`src/rtl/wb_pkg.sv`:
```
`default_nettype none
// ============================================================================
// wb_pkg : shared state encoding and constants for the Wishbone command master
// Rev 1.0
// ============================================================================
package wb_pkg;

    typedef enum logic [1:0] {
        IDLE = 2'd0,
        BUS  = 2'd1,
        RESP = 2'd2
    } wb_state_e;

    localparam logic [31:0] c_err_data = 32'hFAB_DEF_AC;
    localparam int          c_sel_w    = 4;

endpackage
`default_nettype wire

```
`src/rtl/wb_timeout_cnt.sv`:
```
`default_nettype none
// ============================================================================
// wb_timeout_cnt : saturating bus-cycle counter, flags the last allowed cycle
// Rev 1.0
// ============================================================================
module wb_timeout_cnt #(
    parameter int TIMEOUT_CYCLES = 255
) (
    input  logic clk_i,
    input  logic rst_i,
    input  logic clear_i,
    input  logic en_i,
    output logic expire_o
);

    localparam int CW = (TIMEOUT_CYCLES > 0) ? $clog2(TIMEOUT_CYCLES + 1) : 1;
    localparam int c_last_int = (TIMEOUT_CYCLES > 0) ? (TIMEOUT_CYCLES - 1) : 0;
    localparam logic [CW-1:0] c_last = CW'(c_last_int);
    localparam logic [CW-1:0] c_max  = '1;

    logic [CW-1:0] cnt_q;
    logic [CW-1:0] cnt_d;

    // Saturate so a stalled cycle can never wrap past the expiry point.
    always_comb begin
        cnt_d = cnt_q;
        if (clear_i) begin
            cnt_d = '0;
        end else if (en_i && (cnt_q != c_max)) begin
            cnt_d = cnt_q + CW'(1);
        end
    end

    always_ff @(posedge clk_i or posedge rst_i) begin
        if (rst_i) begin
            cnt_q <= '0;
        end else begin
            cnt_q <= cnt_d;
        end
    end

    generate
        if (TIMEOUT_CYCLES == 0) begin : g_disabled
            assign expire_o = 1'b0;
        end else begin : g_enabled
            assign expire_o = en_i && (cnt_q == c_last);
        end
    endgenerate

endmodule
`default_nettype wire

```
`src/rtl/wb_cmd_master.sv`:
```
`default_nettype none
// ============================================================================
// wb_cmd_master : single-outstanding Wishbone classic initiator fed by a
//                 valid/ready command stream, with bus-timeout abort
// Rev 1.0
// ============================================================================
module wb_cmd_master
    import wb_pkg::*;
#(
    parameter int                   ADDRWIDTH      = 7,
    parameter int                   DATAWIDTH      = 32,
    parameter int                   TIMEOUT_CYCLES = 255,
    parameter logic [DATAWIDTH-1:0] ERR_DATA       = DATAWIDTH'(c_err_data)
) (
    input  logic                  WBs_CLK_i,
    input  logic                  WBs_RST_i,
    input  logic                  cmd_valid_i,
    output logic                  cmd_ready_o,
    input  logic                  cmd_we_i,
    input  logic [ADDRWIDTH-1:0]  cmd_adr_i,
    input  logic [c_sel_w-1:0]    cmd_sel_i,
    input  logic [DATAWIDTH-1:0]  cmd_dat_i,
    output logic                  rsp_valid_o,
    input  logic                  rsp_ready_i,
    output logic [DATAWIDTH-1:0]  rsp_dat_o,
    output logic                  rsp_err_o,
    output logic [ADDRWIDTH-1:0]  WBm_ADR_o,
    output logic                  WBm_CYC_o,
    output logic                  WBm_STB_o,
    output logic                  WBm_WE_o,
    output logic [c_sel_w-1:0]    WBm_BYTE_STB_o,
    output logic [DATAWIDTH-1:0]  WBm_DAT_o,
    input  logic [DATAWIDTH-1:0]  WBm_DAT_i,
    input  logic                  WBm_ACK_i,
    output logic                  busy_o
);

    wb_state_e              state_q, state_d;
    logic [ADDRWIDTH-1:0]   adr_q, adr_d;
    logic                   we_q, we_d;
    logic [c_sel_w-1:0]     sel_q, sel_d;
    logic [DATAWIDTH-1:0]   dat_q, dat_d;
    logic                   cyc_q, cyc_d;
    logic                   rsp_valid_q, rsp_valid_d;
    logic                   rsp_err_q, rsp_err_d;
    logic [DATAWIDTH-1:0]   rsp_dat_q, rsp_dat_d;
    logic                   w_expire;

    wb_timeout_cnt #(
        .TIMEOUT_CYCLES (TIMEOUT_CYCLES)
    ) u_timeout_cnt (
        .clk_i    (WBs_CLK_i),
        .rst_i    (WBs_RST_i),
        .clear_i  (state_q == IDLE),
        .en_i     (state_q == BUS),
        .expire_o (w_expire)
    );

    always_comb begin
        state_d     = state_q;
        adr_d       = adr_q;
        we_d        = we_q;
        sel_d       = sel_q;
        dat_d       = dat_q;
        cyc_d       = cyc_q;
        rsp_valid_d = rsp_valid_q;
        rsp_err_d   = rsp_err_q;
        rsp_dat_d   = rsp_dat_q;

        case (state_q)
            IDLE: begin
                if (cmd_valid_i) begin
                    adr_d   = cmd_adr_i;
                    we_d    = cmd_we_i;
                    sel_d   = cmd_sel_i;
                    dat_d   = cmd_dat_i;
                    cyc_d   = 1'b1;
                    state_d = BUS;
                end
            end
            BUS: begin
                // ACK takes priority over a coincident timeout.
                if (WBm_ACK_i) begin
                    rsp_dat_d   = we_q ? '0 : WBm_DAT_i;
                    rsp_err_d   = 1'b0;
                    rsp_valid_d = 1'b1;
                    cyc_d       = 1'b0;
                    we_d        = 1'b0;
                    state_d     = RESP;
                end else if (w_expire) begin
                    rsp_dat_d   = ERR_DATA;
                    rsp_err_d   = 1'b1;
                    rsp_valid_d = 1'b1;
                    cyc_d       = 1'b0;
                    we_d        = 1'b0;
                    state_d     = RESP;
                end
            end
            RESP: begin
                if (rsp_ready_i) begin
                    rsp_valid_d = 1'b0;
                    state_d     = IDLE;
                end
            end
            default: begin
                state_d     = IDLE;
                cyc_d       = 1'b0;
                rsp_valid_d = 1'b0;
            end
        endcase
    end

    always_ff @(posedge WBs_CLK_i or posedge WBs_RST_i) begin
        if (WBs_RST_i) begin
            state_q     <= IDLE;
            adr_q       <= '0;
            we_q        <= 1'b0;
            sel_q       <= '0;
            dat_q       <= '0;
            cyc_q       <= 1'b0;
            rsp_valid_q <= 1'b0;
            rsp_err_q   <= 1'b0;
            rsp_dat_q   <= '0;
        end else begin
            state_q     <= state_d;
            adr_q       <= adr_d;
            we_q        <= we_d;
            sel_q       <= sel_d;
            dat_q       <= dat_d;
            cyc_q       <= cyc_d;
            rsp_valid_q <= rsp_valid_d;
            rsp_err_q   <= rsp_err_d;
            rsp_dat_q   <= rsp_dat_d;
        end
    end

    assign cmd_ready_o    = (state_q == IDLE) && !WBs_RST_i;
    assign busy_o         = (state_q != IDLE);
    assign rsp_valid_o    = rsp_valid_q;
    assign rsp_err_o      = rsp_err_q;
    assign rsp_dat_o      = rsp_dat_q;
    assign WBm_ADR_o      = adr_q;
    assign WBm_CYC_o      = cyc_q;
    assign WBm_STB_o      = cyc_q;
    assign WBm_WE_o       = we_q;
    assign WBm_BYTE_STB_o = sel_q;
    assign WBm_DAT_o      = dat_q;

endmodule
`default_nettype wire

```
`config.mk`:
```
export PLATFORM = sky130hd
export DESIGN_NAME = wb_cmd_master
export DESIGN_NICKNAME = d
export VERILOG_FILES = /design/src/rtl/wb_pkg.sv /design/src/rtl/wb_timeout_cnt.sv /design/src/rtl/wb_cmd_master.sv
export SDC_FILE = /design/constraint.sdc
export NUM_CORES = 1
export LEC_CHECK = 0
export CORE_MARGIN = 5
export CORE_UTILIZATION = 30
export DETAILED_ROUTE_END_ITERATION = 10
export GPL_ROUTABILITY_DRIVEN = 0
export SLEW_MARGIN = 20
export SYNTH_ARGS = -nofsm -noshare
export SYNTH_HDL_FRONTEND = slang
export SYNTH_SLANG_ARGS = --single-unit
```
`constraint.sdc`:
```
create_clock -name WBs_CLK_i -period 3.7 [get_ports WBs_CLK_i]
set_clock_uncertainty 0.05 [all_clocks]
set_input_delay 0.74 -clock WBs_CLK_i [delete_from_list [all_inputs] [get_ports WBs_CLK_i]]
set_output_delay 0.74 -clock WBs_CLK_i [all_outputs]
set_load 0.02 [all_outputs]
```
==> flow_metrics.env <==
export IMPL_dp_hpwl_um=7080
export IMPL_rr_endpoint="WBm_DAT_o[5]$_DFFE_PP0P_"
export IMPL_reg2reg_from="state_q[0]$_DFFE_PP0P_"
export IMPL_netlist_top_cells_area="dfrtp_1 60%, mux2_2 11%, a2bb2oi_1 5.2%, nand2b_1 4.1%, a22o_1 2.1%"
export IMPL_syn_instance_count=273
export IMPL_dpl_cell_area_mm2=0.00540
export IMPL_reg2reg_depth=4
export IMPL_yosys_warnings=0
export IMPL_synthArstFlopShare_pct=100
export IMPL_min_to="rsp_valid_o$_DFFE_PP0P_"
export IMPL_fmax_ghz=0.357
export IMPL_ios=163
export IMPL_vias=2730
export IMPL_syn_num_nets=356
export IMPL_synth_top_family_by_area="multiplexers"
export IMPL_tns_ns=0
export IMPL_numCtsBuffers=9
export IMPL_grt_pass1_vias=2965
export IMPL_grt_pass1_wl_um=15600
export IMPL_setup_slack_ns=0.896
export IMPL_p_per_area_mw_per_mm2=912
export IMPL_multi_input_area_mm2=0.00131
export IMPL_cts_setup_buffers=0
export IMPL_die_area_mm2=0.0146
export IMPL_worst_path_buf_inv=2
export IMPL_crit_top_cell="nor2_1"
export IMPL_cp_max_fo=7
export IMPL_dp_slack_ns=0.948
export IMPL_seqPwrFrac_pct=32.4
export IMPL_cp_slowest_cell="clkdlybuf4s50_1"
export IMPL_drc_errors=0
export IMPL_post_drt_via_cell_ratio=4.67
export IMPL_core_area_mm2=0.0120
export IMPL_max_slew_margin_pct=34.3
export IMPL_wl_per_cell_um=16.6
export IMPL_synth_compound_area_share_pct=10.7
export IMPL_drt_iter0_markers=110
export IMPL_synth_top_cell_by_area="dfrtp_1"
export IMPL_syn_area_per_cell_um2=13.5
export IMPL_critPathTopFamily="buffers and inverters"
export IMPL_rows=40
export IMPL_hp_start="rsp_valid_o$_DFFE_PP0P_"
export IMPL_worst_pin_slew_ns=0.986
export IMPL_cts_hold_buffers=0
export IMPL_grt_setup_unrepaired="no"
export IMPL_grt_max_degree=58
export IMPL_cap_violations=0
export IMPL_synth_seq_cells=89
export IMPL_finalNetCount=516
export IMPL_worst_r2r_setup_slack_ns=1.47
export IMPL_n_fill_cell=1114
export IMPL_grt_total_usage_pct=13.7
export IMPL_power_w=0.00523
export IMPL_dr_pass1_iters=4
export IMPL_io_buffers=162
export IMPL_detail_route_antenna_nets=0
export IMPL_cp_required_ns=2.91
export IMPL_p_clk_share_pct=19.0
export IMPL_start_kind="flop"
export IMPL_synth_top_cell_area_share_pct=60.5
export IMPL_synth_cell_types=32
export IMPL_wl_um=9730
export IMPL_die_h_um=121
export IMPL_antenna_found_initial=0
export IMPL_vdd_ir_drop_max_mv=0.366
export IMPL_synthMuxAreaShare_pct=14.0
export IMPL_finalSetupViolations=0
export IMPL_cts_buffer_depth=2
export IMPL_comb_power_share_pct=48.6
export IMPL_cts_resized=0
export IMPL_synth_edff_count=0
export IMPL_intPower_w=0.00338
export IMPL_clock_sinks=89
export IMPL_synth_xor_xnor_area_share_pct=0
export IMPL_clk_pin_slew_ns=0.06
export IMPL_critical_path_class="reg2out"
export IMPL_critPathMaxStageDelay_ns=0.61
export IMPL_start_util_pct=30.7
export IMPL_cp_end_kind="output port"
export IMPL_synth_ff_type="dfrtp_1"
export IMPL_cts_tree="built"
export IMPL_grt_overflow_total=0
export IMPL_num_antenna_cells=0
export IMPL_net_switching_power_w=0.00185
export IMPL_period_share_pct=75.8
export IMPL_die_w_um=121
export IMPL_hold_viol=0
export IMPL_hp_class="reg2reg"
export IMPL_worstHoldPathCells=2
export IMPL_cts_root_buf="clkbuf_16"
export IMPL_design_area_mm2=0.00573
export IMPL_status="finished, final reports clean"
export IMPL_htreeDepth=3
export IMPL_p_leak_nw=2.38
export IMPL_seq_area_mm2=0.00223
export IMPL_area_delta_synth_final_pct=55.6
export IMPL_synthSimpleGateAreaFrac_pct=10.1
export IMPL_swShare_pct=35.4
export IMPL_synth_adder_area_share_pct=0.679
export IMPL_crit_chain="nor2_1, inv_1, nor2_1, clkdlybuf4s50_1"
export IMPL_insertion_delay_ns=0.33
export IMPL_ys_seq_area_share_pct=60.5
export IMPL_period_needed_ns=2.80
export IMPL_syn_area_mm2=0.00368
export IMPL_crit_arrival_ns=2.01
export IMPL_layout_drive_gt1_share_pct=14.8
export IMPL_slew_viol_final=0
==> sequential cells by signal, summed over array words and instances (netlist names), 2 cells and up <==
signal	flops
state_q	2
WBm_DAT_o	32
WBm_ADR_o	7
rsp_dat_o	32
WBm_BYTE_STB_o	4
u_timeout_cnt.cnt_q	8
==> synth_stat cells, drive strengths merged (4+ instances only) <==
| library cell | count |
|---|---|
| dfrtp | 89 |
| mux2 | 43 |
| nand2b | 24 |
| a2bb2oi | 23 |
| buf | 14 |
| nand2 | 10 |
| nand3 | 10 |
| a22o | 9 |
| nor2 | 8 |
| and2 | 6 |
| inv | 5 |
| a21oi | 4 |
| o211ai | 4 |
| o21ai | 4 |
==> routing by layer <==
layer / global-route usage, % / vias to the layer above / wire [µm]
met4: 5.31 / 0 / 142
met3: 5.80 / 12 / 888
met5: 0 / - / 0
met2: 21.8 / 101 / 4640
met1: 16.4 / 1326 / 4060
li1: - / 1291 / -
==> power by group through the flow <==
| stage | clock network [W] | registers [W] | logic [W] |
|---|---|---|---|
| 6_report | 0.000992 | 0.00169 | 0.00254 |
| 5_1_grt | 0.00107 | 0.00176 | 0.00271 |
| 4_1_cts | 0.00103 | 0.00170 | 0.00259 |
| 3_5_place_dp | 0 | 0.00170 | 0.00258 |
| 3_3_place_gp | 0 | 0.00170 | 0.00256 |
| 2_1_floorplan | 0 | 0.00223 | 0.000865 |
==> worst reg2reg max path, stage by stage (launching register included) <==
cell and delay (ns):
dfrtp_1 0.44, nor2_1 0.29, and2_2 0.65, buf_4 0.33, mux2_2 0.35
==> how the worst max path moves through the flow <==
stage                           endpoint  slack, ns  cells after the start                    from
3_5_place_dp    WBm_DAT_o[5]$_DFFE_PP0P_       0.95                      4             cmd_valid_i
2_1_floorplan   WBm_ADR_o[0]$_DFFE_PP0P_       0.60                      1               WBs_RST_i
4_1_cts                      cmd_ready_o       0.87                      4  state_q[0]$_DFFE_PP0P_
6_report                     cmd_ready_o       0.90                      4  state_q[0]$_DFFE_PP0P_
3_3_place_gp   WBm_DAT_o[10]$_DFFE_PP0P_       0.98                      4             cmd_valid_i
5_1_grt                      cmd_ready_o       0.76                      4  state_q[0]$_DFFE_PP0P_
==> cell type report <==
class                      instances  area share (%)
clock inverter                     6            1.57
timing repair buffer             166            29.0
tap                              147            3.21
multi-input combinational        162            22.8
clock buffer                      10            4.17
inverter                           5           0.349
sequential                        89            38.9
==> through the flow <==
step,util [%],hold slack (ns),instances
after floorplan,-,0.451,273
after CTS,47.7,0.437,585
after global routing,47.7,0.458,585
after detailed placement,45.0,0.421,569
final,47.7,0.429,585
after global placement,45.0,0.413,569
==> cell families after synthesis <==
family,count (synthesis)
mux,46
flops,89
simple gates,66
fa+ha+maj,2
compound gates,48
buf+inv,22
==> placed cells by master, fill, tap and decap left out, types with 4 or more instances in the layout <==
master and instances:
a21oi_1 4, clkdlybuf4s50_1 162, a22o_1 9, and2_1 4, mux2_2 37, dfrtp_1 89
inv_1 4, a2bb2oi_1 22, nand2b_1 24, clkbuf_16 9, mux2_1 6, nand3_1 10
o211ai_1 4, nand2_1 10, nor2_1 8
Note: power is estimated with default switching activity, not from simulation.
